### src/rtl/frame_stream_reader.sv
// Reads a stored RGB565 frame from PSRAM in fixed bursts and streams it, with frame/line
// markers and integer decimation, into the display pixel queue. Optional: FRAME_READER_VFLIP_EN.
module frame_stream_reader #(
  parameter int unsigned MEMORY_BURST = 32,
  parameter int unsigned OUT_WIDTH    = 480,
  parameter int unsigned OUT_HEIGHT   = 272,
  parameter int unsigned SRC_STRIDE   = 640,
  parameter int unsigned X_STEP       = 1,
  parameter int unsigned Y_STEP       = 1
) (
  input  logic        clk,
  input  logic        reset_n,
  input  logic        start,
  input  logic        abort,
  input  logic [20:0] base_addr,
`ifdef FRAME_READER_VFLIP_EN
  input  logic        vflip,
`endif
  input  logic        queue_full,
  output logic [16:0] queue_data_o,
  output logic        wr_en,
  output logic        read_rq,
  input  logic        read_ack,
  output logic [20:0] read_addr,
  output logic        mem_rd_en,
  input  logic [31:0] read_data,
  input  logic        rd_data_valid,
  output logic        busy,
  output logic        download_done
);

  localparam int unsigned AW    = 21;
  localparam int unsigned WORDS = MEMORY_BURST / 2;
  localparam int unsigned PW    = $clog2(MEMORY_BURST);
  localparam int unsigned WW    = $clog2(WORDS);
  localparam int unsigned CW    = $clog2(OUT_WIDTH + 1);
  localparam int unsigned RW    = $clog2(OUT_HEIGHT + 1);
  localparam int unsigned XW    = $clog2(X_STEP + 1);

  localparam logic [AW-1:0] ROW_INC   = AW'(Y_STEP * SRC_STRIDE);
  localparam logic [AW-1:0] BURST_INC = AW'(MEMORY_BURST);
`ifdef FRAME_READER_VFLIP_EN
  localparam logic [AW-1:0] FLIP_OFS  = AW'((OUT_HEIGHT - 1) * Y_STEP * SRC_STRIDE);
`endif

  localparam logic [16:0] MK_FRAME = 17'h10000;
  localparam logic [16:0] MK_LINE  = 17'h10001;
  localparam logic [16:0] MK_END   = 17'h1FFFF;

  typedef enum logic [3:0] {
    S_IDLE, S_FRAME_HDR, S_LINE_HDR, S_REQ, S_WAIT_ACK,
    S_FILL, S_DRAIN, S_NEXT_LINE, S_FRAME_END, S_DONE
  } state_e;

  state_e        state_q, state_d;
  logic [AW-1:0] row_addr_q, row_addr_d;
  logic [AW-1:0] burst_addr_q, burst_addr_d;
  logic [RW-1:0] row_q, row_d;
  logic [CW-1:0] out_col_q, out_col_d;
  logic [XW-1:0] x_ph_q, x_ph_d;
  logic [PW-1:0] pix_cnt_q, pix_cnt_d;
  logic [WW-1:0] word_cnt_q, word_cnt_d;
  logic          abort_q, abort_d;
  logic          read_rq_q, read_rq_d;
  logic [AW-1:0] read_addr_q, read_addr_d;
  logic          mem_rd_en_q, mem_rd_en_d;
  logic          busy_q, busy_d;
  logic          done_q, done_d;
`ifdef FRAME_READER_VFLIP_EN
  logic          vflip_q, vflip_d;
`endif

  logic [31:0]   buf_q [WORDS];
  logic [31:0]   cur_word_c;
  logic [15:0]   cur_pix_c;
  logic          take_c;

  assign read_rq       = read_rq_q;
  assign read_addr     = read_addr_q;
  assign mem_rd_en     = mem_rd_en_q;
  assign busy          = busy_q;
  assign download_done = done_q;

  // Burst line buffer; word j holds source pixels 2j (low half) and 2j+1 (high half)
  always_ff @(posedge clk) begin
    if (state_q == S_FILL && rd_data_valid) begin
      buf_q[word_cnt_q] <= read_data;
    end
  end

  assign cur_word_c = buf_q[pix_cnt_q[PW-1:1]];
  assign cur_pix_c  = pix_cnt_q[0] ? cur_word_c[31:16] : cur_word_c[15:0];

  // Next-state, datapath and queue-write logic
  always_comb begin
    state_d      = state_q;
    row_addr_d   = row_addr_q;
    burst_addr_d = burst_addr_q;
    row_d        = row_q;
    out_col_d    = out_col_q;
    x_ph_d       = x_ph_q;
    pix_cnt_d    = pix_cnt_q;
    word_cnt_d   = word_cnt_q;
    abort_d      = abort_q | (abort && (state_q != S_IDLE));
    read_rq_d    = read_rq_q;
    read_addr_d  = read_addr_q;
    mem_rd_en_d  = 1'b0;
    busy_d       = busy_q;
    done_d       = 1'b0;
`ifdef FRAME_READER_VFLIP_EN
    vflip_d      = vflip_q;
`endif
    wr_en        = 1'b0;
    queue_data_o = '0;
    take_c       = (x_ph_q == '0) && (out_col_q < CW'(OUT_WIDTH));

    case (state_q)
      S_IDLE: begin
        if (start) begin
`ifdef FRAME_READER_VFLIP_EN
          vflip_d    = vflip;
          row_addr_d = vflip ? base_addr + FLIP_OFS : base_addr;
`else
          row_addr_d = base_addr;
`endif
          row_d   = '0;
          busy_d  = 1'b1;
          state_d = S_FRAME_HDR;
        end
      end
      S_FRAME_HDR: begin
        if (!queue_full) begin
          wr_en        = 1'b1;
          queue_data_o = MK_FRAME;
          state_d      = S_LINE_HDR;
        end
      end
      S_LINE_HDR: begin
        if (!queue_full) begin
          wr_en        = 1'b1;
          queue_data_o = MK_LINE;
          out_col_d    = '0;
          x_ph_d       = '0;
          burst_addr_d = row_addr_q;
          state_d      = S_REQ;
        end
      end
      S_REQ: begin
        read_rq_d   = 1'b1;
        read_addr_d = burst_addr_q;
        state_d     = S_WAIT_ACK;
      end
      S_WAIT_ACK: begin
        if (read_ack) begin
          mem_rd_en_d = 1'b1;
          word_cnt_d  = '0;
          state_d     = S_FILL;
        end
      end
      S_FILL: begin
        if (rd_data_valid) begin
          word_cnt_d = word_cnt_q + WW'(1);
          if (word_cnt_q == WW'(WORDS - 1)) begin
            read_rq_d = 1'b0;
            pix_cnt_d = '0;
            state_d   = S_DRAIN;
          end
        end
      end
      S_DRAIN: begin
        // Only a pixel that is actually written can be stalled by the queue
        if (!(take_c && queue_full)) begin
          if (take_c) begin
            wr_en        = 1'b1;
            queue_data_o = {1'b0, cur_pix_c};
            out_col_d    = out_col_q + CW'(1);
          end
          x_ph_d    = (x_ph_q == XW'(X_STEP - 1)) ? '0 : x_ph_q + XW'(1);
          pix_cnt_d = pix_cnt_q + PW'(1);
          if (pix_cnt_q == PW'(MEMORY_BURST - 1)) begin
            pix_cnt_d = '0;
            if (out_col_d < CW'(OUT_WIDTH)) begin
              burst_addr_d = burst_addr_q + BURST_INC;
              state_d      = S_REQ;
            end else begin
              state_d = S_NEXT_LINE;
            end
          end
        end
      end
      S_NEXT_LINE: begin
        row_d = row_q + RW'(1);
`ifdef FRAME_READER_VFLIP_EN
        row_addr_d = vflip_q ? row_addr_q - ROW_INC : row_addr_q + ROW_INC;
`else
        row_addr_d = row_addr_q + ROW_INC;
`endif
        state_d = (row_d == RW'(OUT_HEIGHT)) ? S_FRAME_END : S_LINE_HDR;
      end
      S_FRAME_END: begin
        if (!queue_full) begin
          wr_en        = 1'b1;
          queue_data_o = MK_END;
          done_d       = 1'b1;
          state_d      = S_DONE;
        end
      end
      S_DONE: begin
        busy_d  = 1'b0;
        abort_d = 1'b0;
        state_d = S_IDLE;
      end
      default: state_d = S_IDLE;
    endcase

    // A pending abort takes effect on entry to a line/burst boundary, after any burst in flight
    if (abort_d && (state_d != state_q) &&
        (state_d inside {S_LINE_HDR, S_REQ, S_DRAIN, S_NEXT_LINE})) begin
      state_d = S_FRAME_END;
    end
  end

  always_ff @(posedge clk or negedge reset_n) begin
    if (!reset_n) begin
      state_q      <= S_IDLE;
      row_addr_q   <= '0;
      burst_addr_q <= '0;
      row_q        <= '0;
      out_col_q    <= '0;
      x_ph_q       <= '0;
      pix_cnt_q    <= '0;
      word_cnt_q   <= '0;
      abort_q      <= 1'b0;
      read_rq_q    <= 1'b0;
      read_addr_q  <= '0;
      mem_rd_en_q  <= 1'b0;
      busy_q       <= 1'b0;
      done_q       <= 1'b0;
`ifdef FRAME_READER_VFLIP_EN
      vflip_q      <= 1'b0;
`endif
    end else begin
      state_q      <= state_d;
      row_addr_q   <= row_addr_d;
      burst_addr_q <= burst_addr_d;
      row_q        <= row_d;
      out_col_q    <= out_col_d;
      x_ph_q       <= x_ph_d;
      pix_cnt_q    <= pix_cnt_d;
      word_cnt_q   <= word_cnt_d;
      abort_q      <= abort_d;
      read_rq_q    <= read_rq_d;
      read_addr_q  <= read_addr_d;
      mem_rd_en_q  <= mem_rd_en_d;
      busy_q       <= busy_d;
      done_q       <= done_d;
`ifdef FRAME_READER_VFLIP_EN
      vflip_q      <= vflip_d;
`endif
    end
  end

endmodule

### config.mk
export PLATFORM = sky130hd
export DESIGN_NAME = frame_stream_reader
export DESIGN_NICKNAME = d
export VERILOG_FILES = /design/src/rtl/frame_stream_reader.sv
export SDC_FILE = /design/constraint.sdc
export NUM_CORES = 1
export LEC_CHECK = 0
export CAP_MARGIN = 10
export CORE_MARGIN = 5
export CORE_UTILIZATION = 55
export DETAILED_ROUTE_END_ITERATION = 8
export PLACE_DENSITY = 0.76
export SYNTH_ARGS = -nofsm -noshare
export SYNTH_HDL_FRONTEND = slang
export SYNTH_SLANG_ARGS = --single-unit
### constraint.sdc
create_clock -name clk -period 4.17 [get_ports clk]
set_input_delay 0.417 -clock clk [delete_from_list [all_inputs] [get_ports clk]]
set_output_delay 0.417 -clock clk [all_outputs]
set_load 0.005 [all_outputs]
======== After elaboration in Yosys (flattened, before gate mapping) ========
Memories as Yosys holds them, arrays and structs flattened.
Index checks and enable logic that the tools add are counted.
Widths: inputs -> output; s select.
storage, ports and cells
  memory bits (writable) .................. 512
  input port bits ......................... 60
  output and inout port bits .............. 43
  memories kept ........................... 1
  bits in registers ....................... 100
  logic and storage cells ................. 136
operators by class
  bitwise operators ....................... 2
  eq/ne operators ......................... 25
  order comparisons ....................... 2
  add/sub/neg operators ................... 7
  reductions and logical operators ........ 23
  multiplexer cells ....................... 62
memories
  memory  depth  width  rd ports  clocked after memory_dff  wr ports  RTL line  RTL
  buf_q   16     32     1         0                         1         73        logic [31:0] buf_q [WORDS];
operator list
  operator                number
  $mux 21                 5
  $pmux 21 s2             2
  $pmux 17 s4             1
  $mux 9                  6
  $mux 4                  13
  $mux 17                 3
  $mux 16                 3
  $pmux 4 s9              1
  $pmux 9 s2              2
  $eq 4x3->1 const B      6
  $add 21x10->21 const B  1
  $add 21x6->21 const B   1
  $mux 5                  4
  $add 9x1->9 const B     2
  $lt 9x9->1 const B      2
  $eq 4x2->1 const B      4
  $mux 1                  15
  $ne 2x2->1 const B      7
  $eq 4x4->1 const B      3
  $reduce_bool 2->1       6
  $pmux 5 s2              1
  $eq 9x9->1 const B      1
  $reduce_and 3->1        3
  $pmux 1 s2              4
  other kinds (18)        25

======== Logic depth before layout (Yosys ltp) ========
Gate-level depths: netlist of the first run.
  depth after elaboration ................. 14
  depth in mapped cells ................... 10
  depth with buffers taken out ............ 8

======== Worst setup path before layout of the first run ========
OpenSTA, ideal clock, no wires.
  path kind ............................... register to register
  from .................................... register state_q[1]
  to ...................................... memory buf_q[4][0], enable pin
  data required time ...................... 3.702 ns
  arrival time ............................ 3.646 ns
  cell stages (with the launch flop) ...... 7
  slack ................................... 0.056 ns
  path through ............................ dfrtp_1 > buf_2 > and4bb_2 > and2_1 > clkbuf_1 > nand2_1 > nor3b_1
between the ends
  longest elaborated chain between the ends .. 4
ends and longest elaborated chain
  element                       RTL line  RTL
  start, declared               55        state_e state_q, state_d;
  start signal, assigned        243       state_q <= state_d;
  $eq 4x3->1                    86        if (state_q == S_FILL && rd_data_valid) begin
  $logic_and 1x1->1             86
  $mux 1                        86
  $mux 1 (not written as such)  87        buf_q[word_cnt_q] <= read_data;
  end, declared                 73
No other way between the ends.

======== Worst setup path in the final report of the first run ========
  from .................................... register pix_cnt_q[1]
  to ...................................... output port queue_data_o[11]
between the ends
  longest elaborated chain between the ends .. 5
ends and longest elaborated chain
  element                 RTL line  RTL
  start, declared         61        logic [PW-1:0] pix_cnt_q, pix_cnt_d;
  start signal, assigned  249       pix_cnt_q <= pix_cnt_d;
  $mem_v2 16x32           n/a
  $mux 16                 92        assign cur_pix_c = pix_cnt_q[0] ? cur_word_c[31:16] : cur_word_c[15:0];
  $mux 16                 173       if (take_c) begin
  $mux 16                 172       if (!(take_c && queue_full)) begin
  $pmux 17 s4             117       case (state_q)
  end, declared           20        output logic [16:0] queue_data_o,
No other way between the ends.

==> metrics.log, run 1 <==
INFO  metric outcome = finished, violations left
INFO  metric violations = hold timing
INFO  metric place_area = 0.02682 mm^2
INFO  metric reg2reg_slack = 1170 ps
INFO  metric first_pass_iters = 5
INFO  metric holdBufCountCts = 0
INFO  metric final_layout_size_suffix_gt1_share = 24.27%
INFO  metric drv.max_cap_violation_count = 0
INFO  metric floorplan.initialDensity = 55.24%
INFO  metric clock_tree.htree_level_count = 2
INFO  metric die_y = 222.8 um
INFO  metric maxClockFrequency = 254.2 MHz
INFO  metric synth_cells = 1362
INFO  metric route.vias.total = 13750
INFO  metric hold_ws = -42.30 ps
INFO  metric row_count = 78
INFO  metric skew = 27.70 ps
INFO  metric dpl.hpwl = 34.16 mm
INFO  metric criticalPathCategory = flip-flop to output pin
INFO  metric synth_nets = 1432
INFO  metric worst_ep_required_time = 3750 ps
INFO  metric numCtsBuffers = 58
INFO  metric synthDominantCellAreaShare = 61.73%
INFO  metric place.port_buffers = 102
INFO  metric first_global_vias = 14030
INFO  metric timing_worst_slew_pin_value = 1056 ps
INFO  metric ff_latch_area = 0.01786 mm^2
INFO  metric gp_routability_congestion = 0.8263
INFO  metric yosys_warnings = 0
INFO  metric worstReg2RegStart = pix_cnt_q[0]$_DFFE_PN0P_
INFO  metric ff2ff_path_depth = 9
INFO  metric global_route.overflow_total = 0
INFO  metric post_cts_buffers = 0
INFO  metric num-fill-cells = 3070
INFO  metric tritoncts = built
INFO  metric synth_edf_count = 512
INFO  metric drt_iter0_markers = 1508
INFO  metric final.min_clock_period = 3934 ps
INFO  metric synthDistinctLibCells = 63
INFO  metric fp.dieArea = 0.04964 mm^2
INFO  metric first_pass_grt_wire_length = 86.57 mm
INFO  metric grt.total_usage = 22.85%
INFO  metric avgViaCountPerCell = 6.408
INFO  metric path_clk_slew = 60 ps
INFO  metric max-slew-margin-rel = 29.60%
INFO  metric grt_antenna_before_repair = 2
INFO  metric synth.most_common_cell = edfxtp_1
INFO  metric vdd_drop_max = 0.3162 mV
INFO  metric critical_path_peak_fanout = 20
INFO  metric post-synth-top-area-cell = edfxtp_1
INFO  metric grt_start_max_net_pins = 80
INFO  metric clock-root-buffer = clkbuf_16
INFO  metric total_leakage_power = 9.741 nW
INFO  metric average_cell_area_after_synthesis = 18.29 um^2
INFO  metric final_setup_violation_count = 0
INFO  metric synth_seq_cells = 611
INFO  metric cts.path.max_buffers = 3
INFO  metric timing_max_transition_violations_final = 0
INFO  metric ios = 103
INFO  metric synth_common_cells = edfxtp_1, mux4_2, dfrtp_1
INFO  metric detail-route-antenna-nets = 0
INFO  metric clk-insertion-delay-late = 620 ps
INFO  metric drt_wl_total = 56.59 mm
INFO  metric syn-cell-area = 0.02491 mm^2
INFO  metric synth_seq_area_share = 71.68%
INFO  metric drcViolationCount = 0
INFO  metric unrepaired_setup_endpoints_after_global_routing = false
INFO  metric final_instance_area = 0.02874 mm^2
INFO  metric core_region_area = 0.04509 mm^2
INFO  metric tns = 0 ps
INFO  metric finalHoldViolations = 21
INFO  metric worstReg2RegEnd = burst_addr_q[6]$_DFFE_PN0P_
INFO  metric crit_path_end_kind = output pin
INFO  metric wl_per_cell = 26.37 um
INFO  metric total_area_of_multi_input_combinational_cells = 0.006661 mm^2
INFO  metric pwr_density_cell = 510.1 mW/mm^2
INFO  metric fin_crit_sh = 94.33%
INFO  metric chipWidth = 222.8 um
INFO  metric timing.critical_path.from = pix_cnt_q[1]$_DFFE_PN0P_
INFO  metric holdCritPathClass = input pin to asynchronous set/reset pin
INFO  metric synthToLayoutAreaGrowth = 15.40%
INFO  metric kind_of_launch_point_of_the_worst_setup_path = flip-flop
INFO  metric cp.arrival = 3520 ps
INFO  metric cts_resized = 0
INFO  metric async_s_r_ff_share_synth = 16.20%
INFO  metric post_synth_main_area_contributors = edfxtp_1, mux4_2, dfrtp_1
INFO  metric nets = 1566
INFO  metric synth_top_flop_cell = edfxtp_1
INFO  metric cts.sink_count = 611
==> sequential cells by signal, summed over array words and instances (netlist names), 4 cells and up <==
register,count
row_addr_q,21
pix_cnt_q,5
read_addr,21
out_col_q,9
word_cnt_q,4
state_q,4
burst_addr_q,21
buf_q,512
row_q,9
==> power breakdown <==
part	switching, mW	internal (mW)	leakage (nW)
clock network	2.26	3.02	0.945
registers	0.382	6.95	5.86
logic	0.976	1.07	2.93
==> per-layer routing <==
metal  GRT usage [%]  share of wire [%]  routed length [um]
met5               0              0.023                  13
met4           6.719                2.6                1489
met3           3.779                7.6                4293
met2           37.29                 50               28110
met1           32.44                 40               22690
==> per-stage QoR <==
stage | instances | total power, mW | setup WS [ps] | hold WS, ps | util [%]
floorplan | 1362 | 8.648 | 56.39 | 121.4 | -
global placement | 2036 | 9.408 | 861.5 | 446.8 | 59.49
detailed placement | 2036 | 9.488 | 825.1 | 452.4 | 59.49
CTS | 2145 | 14.74 | 163.6 | 1.691 | 63.74
global route | 2146 | 15.24 | 56.10 | 55.23 | 63.75
finish | 2146 | 14.66 | 236.5 | -42.30 | 63.75
==> area by class of cell <==
cell class	instances	share of cell area, %
Antenna cell	1	0.008706
Clock buffer	66	5.224
Clock inverter	43	1.441
Inverter	14	0.1828
Multi-Input combinational cell	655	23.18
Sequential cell	611	62.14
Tap cell	600	2.612
Timing Repair Buffer	156	5.215
==> worst max-delay path, stage by stage (launching register included) <==
cell and delay, ps:
dfrtp_4 700, buf_4 410, mux4_2 560, mux4_2 470, nor2_1 120, o31ai_1 120, clkdlybuf4s50_1 510
==> cells in the final DEF (no fill, tap or decap), drive strengths merged, types with 26 or more instances in the layout <==
master         netlist  layout
edfxtp             512     512
mux4               145     145
clkdlybuf4s50        0     101
dfrtp               99      99
nand2               68      68
clkbuf              47      66
mux2                56      56
buf                 35      55
nor2                52      52
o21ai               45      45
clkinv               0      29
a21oi               26      26
==> cell families (layout without fill, tap and decap cells) <==
| logic type | Yosys count | after routing | synth area share, % |
|---|---|---|---|
| AOI/OAI and AO/OA | 185 | 185 | 4.958 |
| xor gates and xnor gates | 8 | 8 | 0.2813 |
| adders and majority gates | 10 | 10 | 0.5024 |
| buffers and inverters | 96 | 279 | 1.733 |
| DFF | 611 | 611 | 71.68 |
| muxes | 204 | 204 | 15.76 |
| other | 0 | 1 | 0 |
| and+or+nand+nor | 248 | 248 | 5.084 |
==> how the worst max path moves through the flow <==
stage / cells past startpoint / endpoint
global route: 6 / queue_data_o[11]
CTS: 6 / queue_data_o[11]
finish: 6 / queue_data_o[11]
global placement: 6 / queue_data_o[11]
detailed placement: 6 / queue_data_o[11]
floorplan: 6 / buf_q[4][0]$_DFFE_PP_
No activity file was read; power rests on OpenSTA's default activity.
==> run 2, diff against run 1 <==
CORE_MARGIN = 10   (was 5)
SETUP_SLACK_MARGIN = 0.2   (was default)
SLEW_MARGIN = 20   (was default)
==> metrics.log, run 2 (same netlist as run 1, synthesis figures left out) <==
INFO  metric first_global_vias = 14010 (-0.13%)
INFO  metric max-slew-margin-rel = 33.21% (+3.6 points)
INFO  metric synthToLayoutAreaGrowth = 15.95%
INFO  metric worst_ep_required_time = 3750 ps (about the same)
INFO  metric timing_max_transition_violations_final = 0 (unchanged)
INFO  metric chipWidth = 232.8 um (+4.5%)
INFO  metric cts.path.max_buffers = 3 (unchanged)
INFO  metric num-fill-cells = 2917 (-5.0%)
INFO  metric grt.total_usage = 21.79% (-1.1 points)
INFO  metric largest_register_ffs = 512 (unchanged)
INFO  metric dpl.hpwl = 33.61 mm (-1.6%)
INFO  metric numCtsBuffers = 60 (+3.4%)
INFO  metric fin_util = 64.88% (+1.1 points)
INFO  metric unrepaired_setup_endpoints_after_global_routing = false
INFO  metric route.vias.total = 13830 (+0.55%)
INFO  metric path_clk_slew = 60 ps (about the same)
INFO  metric cp.arrival = 3490 ps (-30 ps)
INFO  metric place.port_buffers = 102 (unchanged)
INFO  metric global_route.overflow_total = 0 (unchanged)
INFO  metric avgViaCountPerCell = 6.458 (+0.78%)
INFO  metric die_y = 232.8 um (+4.5%)
INFO  metric gp_routability_congestion = 0.7940 (-3.9%)
INFO  metric layout_commonest_cell = edfxtp_1
INFO  metric maxClockFrequency = 256.0 MHz (+0.69%)
INFO  metric clk-insertion-delay-late = 650 ps (+30 ps)
INFO  metric holdCritPathClass = input pin to flip-flop
INFO  metric drcViolationCount = 0 (unchanged)
INFO  metric kind_of_launch_point_of_the_worst_setup_path = flip-flop
INFO  metric grt_start_max_net_pins = 81 (+1.3%)
INFO  metric drt_wl_total = 58.53 mm (+3.4%)
INFO  metric nets = 1570 (+0.26%)
INFO  metric finalHoldViolations = 0 (-100%)
INFO  metric outcome = finished clean
INFO  metric ff_latch_area = 0.01786 mm^2 (unchanged)
INFO  metric fp.dieArea = 0.05420 mm^2 (+9.2%)
INFO  metric criticalPathCategory = flip-flop to output pin
INFO  metric layout.cells.most_common_list = edfxtp_1, mux4_2, clkdlybuf4s50_1
INFO  metric final_setup_violation_count = 0 (unchanged)
INFO  metric core_region_area = 0.04451 mm^2 (-1.3%)
INFO  metric fin_crit_sh = 93.68% (-0.65 points)
INFO  metric cts.sink_count = 611 (unchanged)
INFO  metric vdd_drop_max = 0.3889 mV (+23%)
INFO  metric drt_iter0_markers = 1634 (+8.4%)
INFO  metric ios = 103 (unchanged)
INFO  metric final_layout_size_suffix_gt1_share = 24.05% (-0.23 points)
INFO  metric critical_path_peak_fanout = 14 (-30%)
INFO  metric tritoncts = built
INFO  metric row_count = 77 (-1.3%)
INFO  metric total_leakage_power = 9.776 nW (+0.37%)
INFO  metric largest-register = buf_q
INFO  metric clock_tree.htree_level_count = 2 (unchanged)
INFO  metric timing_worst_slew_pin_value = 1002 ps (-54.01 ps)
INFO  metric crit_path_end_kind = output pin
INFO  metric final.min_clock_period = 3907 ps (-26.92 ps)
INFO  metric wl_per_cell = 27.34 um (+3.7%)
INFO  metric grt_antenna_before_repair = 6 (+4)
INFO  metric detail-route-antenna-nets = 0 (unchanged)
INFO  metric pwr_density_cell = 516.2 mW/mm^2 (+1.2%)
INFO  metric tns = 0 ps (unchanged)
INFO  metric total_area_of_multi_input_combinational_cells = 0.006668 mm^2 (about the same)
INFO  metric first_pass_iters = 5 (unchanged)
INFO  metric clock-root-buffer = clkbuf_16
INFO  metric floorplan.initialDensity = 55.96% (+0.72 points)
INFO  metric first_pass_grt_wire_length = 88.64 mm (+2.4%)
INFO  metric drv.max_cap_violation_count = 0 (unchanged)
INFO  metric skew = 33.24 ps (+5.541 ps)
run 2: routing by layer:
metal,wire (um),GRT usage [%],vias up
li1,-,-,5818
met2,28830,34.89,664
met4,1537,7.304,8
met5,55,0,-
met3,4955,4.466,140
met1,23150,29.61,7196
run 2: final cells by class:
class | instances | share of cell area (%)
clock inverter | 37 | 1.443
multi-input combinational | 655 | 23.09
inverter | 14 | 0.1820
antenna | 2 | 0.01733
clock buffer | 72 | 5.498
tap | 592 | 2.565
sequential | 611 | 61.84
timing repair buffer | 158 | 5.364
run 2: power by group:
part           internal [mW]  switching [mW]
clock network           3.16            2.32
logic                   1.09            1.03
registers               6.95           0.361
run 2: path summary, 6_finish.rpt:
kind,start,endpoint,slack (ps),depth (start not counted)
hold / removal,base_addr[5],row_addr_q[5]$_DFFE_PN0P_,350,3
hold reg to reg,row_addr_q[4]$_DFFE_PN0P_,row_addr_q[4]$_DFFE_PN0P_,470,2
setup / recovery,out_col_q[6]$_DFFE_PN0P_,queue_data_o[7],260,5
min in group asynchronous,reset_n,row_addr_q[15]$_DFFE_PN0P_,410,2
setup reg to reg,pix_cnt_q[1]$_DFFE_PN0P_,burst_addr_q[6]$_DFFE_PN0P_,1030,9
max in group asynchronous,reset_n,download_done$_DFF_PN0_,3010,3
run 2: what timing repair did:
item	CTS	global route
buffers inserted	8	0
endpoints found under the hold margin	0	79
hold buffers	0	1
gates resized for setup	0	2
endpoints found under the setup margin	16	1
run 2: worst max-delay path, stage by stage (launching register included):
cell	delay, ps
dfrtp_1	470
and4_1	280
or3_1	740
buf_4	360
o31ai_1	390
clkdlybuf4s50_1	620
run 2: through the flow:
step | setup WS [ps] | area [um^2] | power [mW] | hold slack [ps] | cells
5_1_grt | 213.6 | 28880 | 15.43 | 352.0 | 2139
2_1_floorplan | 56.39 | 24910 | 8.648 | 121.4 | 1362
4_1_cts | 222.0 | 28860 | 14.98 | 7.979 | 2138
3_3_place_gp | 601.3 | 26730 | 9.433 | 448.1 | 2020
6_report | 263.4 | 28880 | 14.91 | 347.2 | 2141
3_5_place_dp | 632.4 | 26750 | 9.504 | 456.4 | 2021
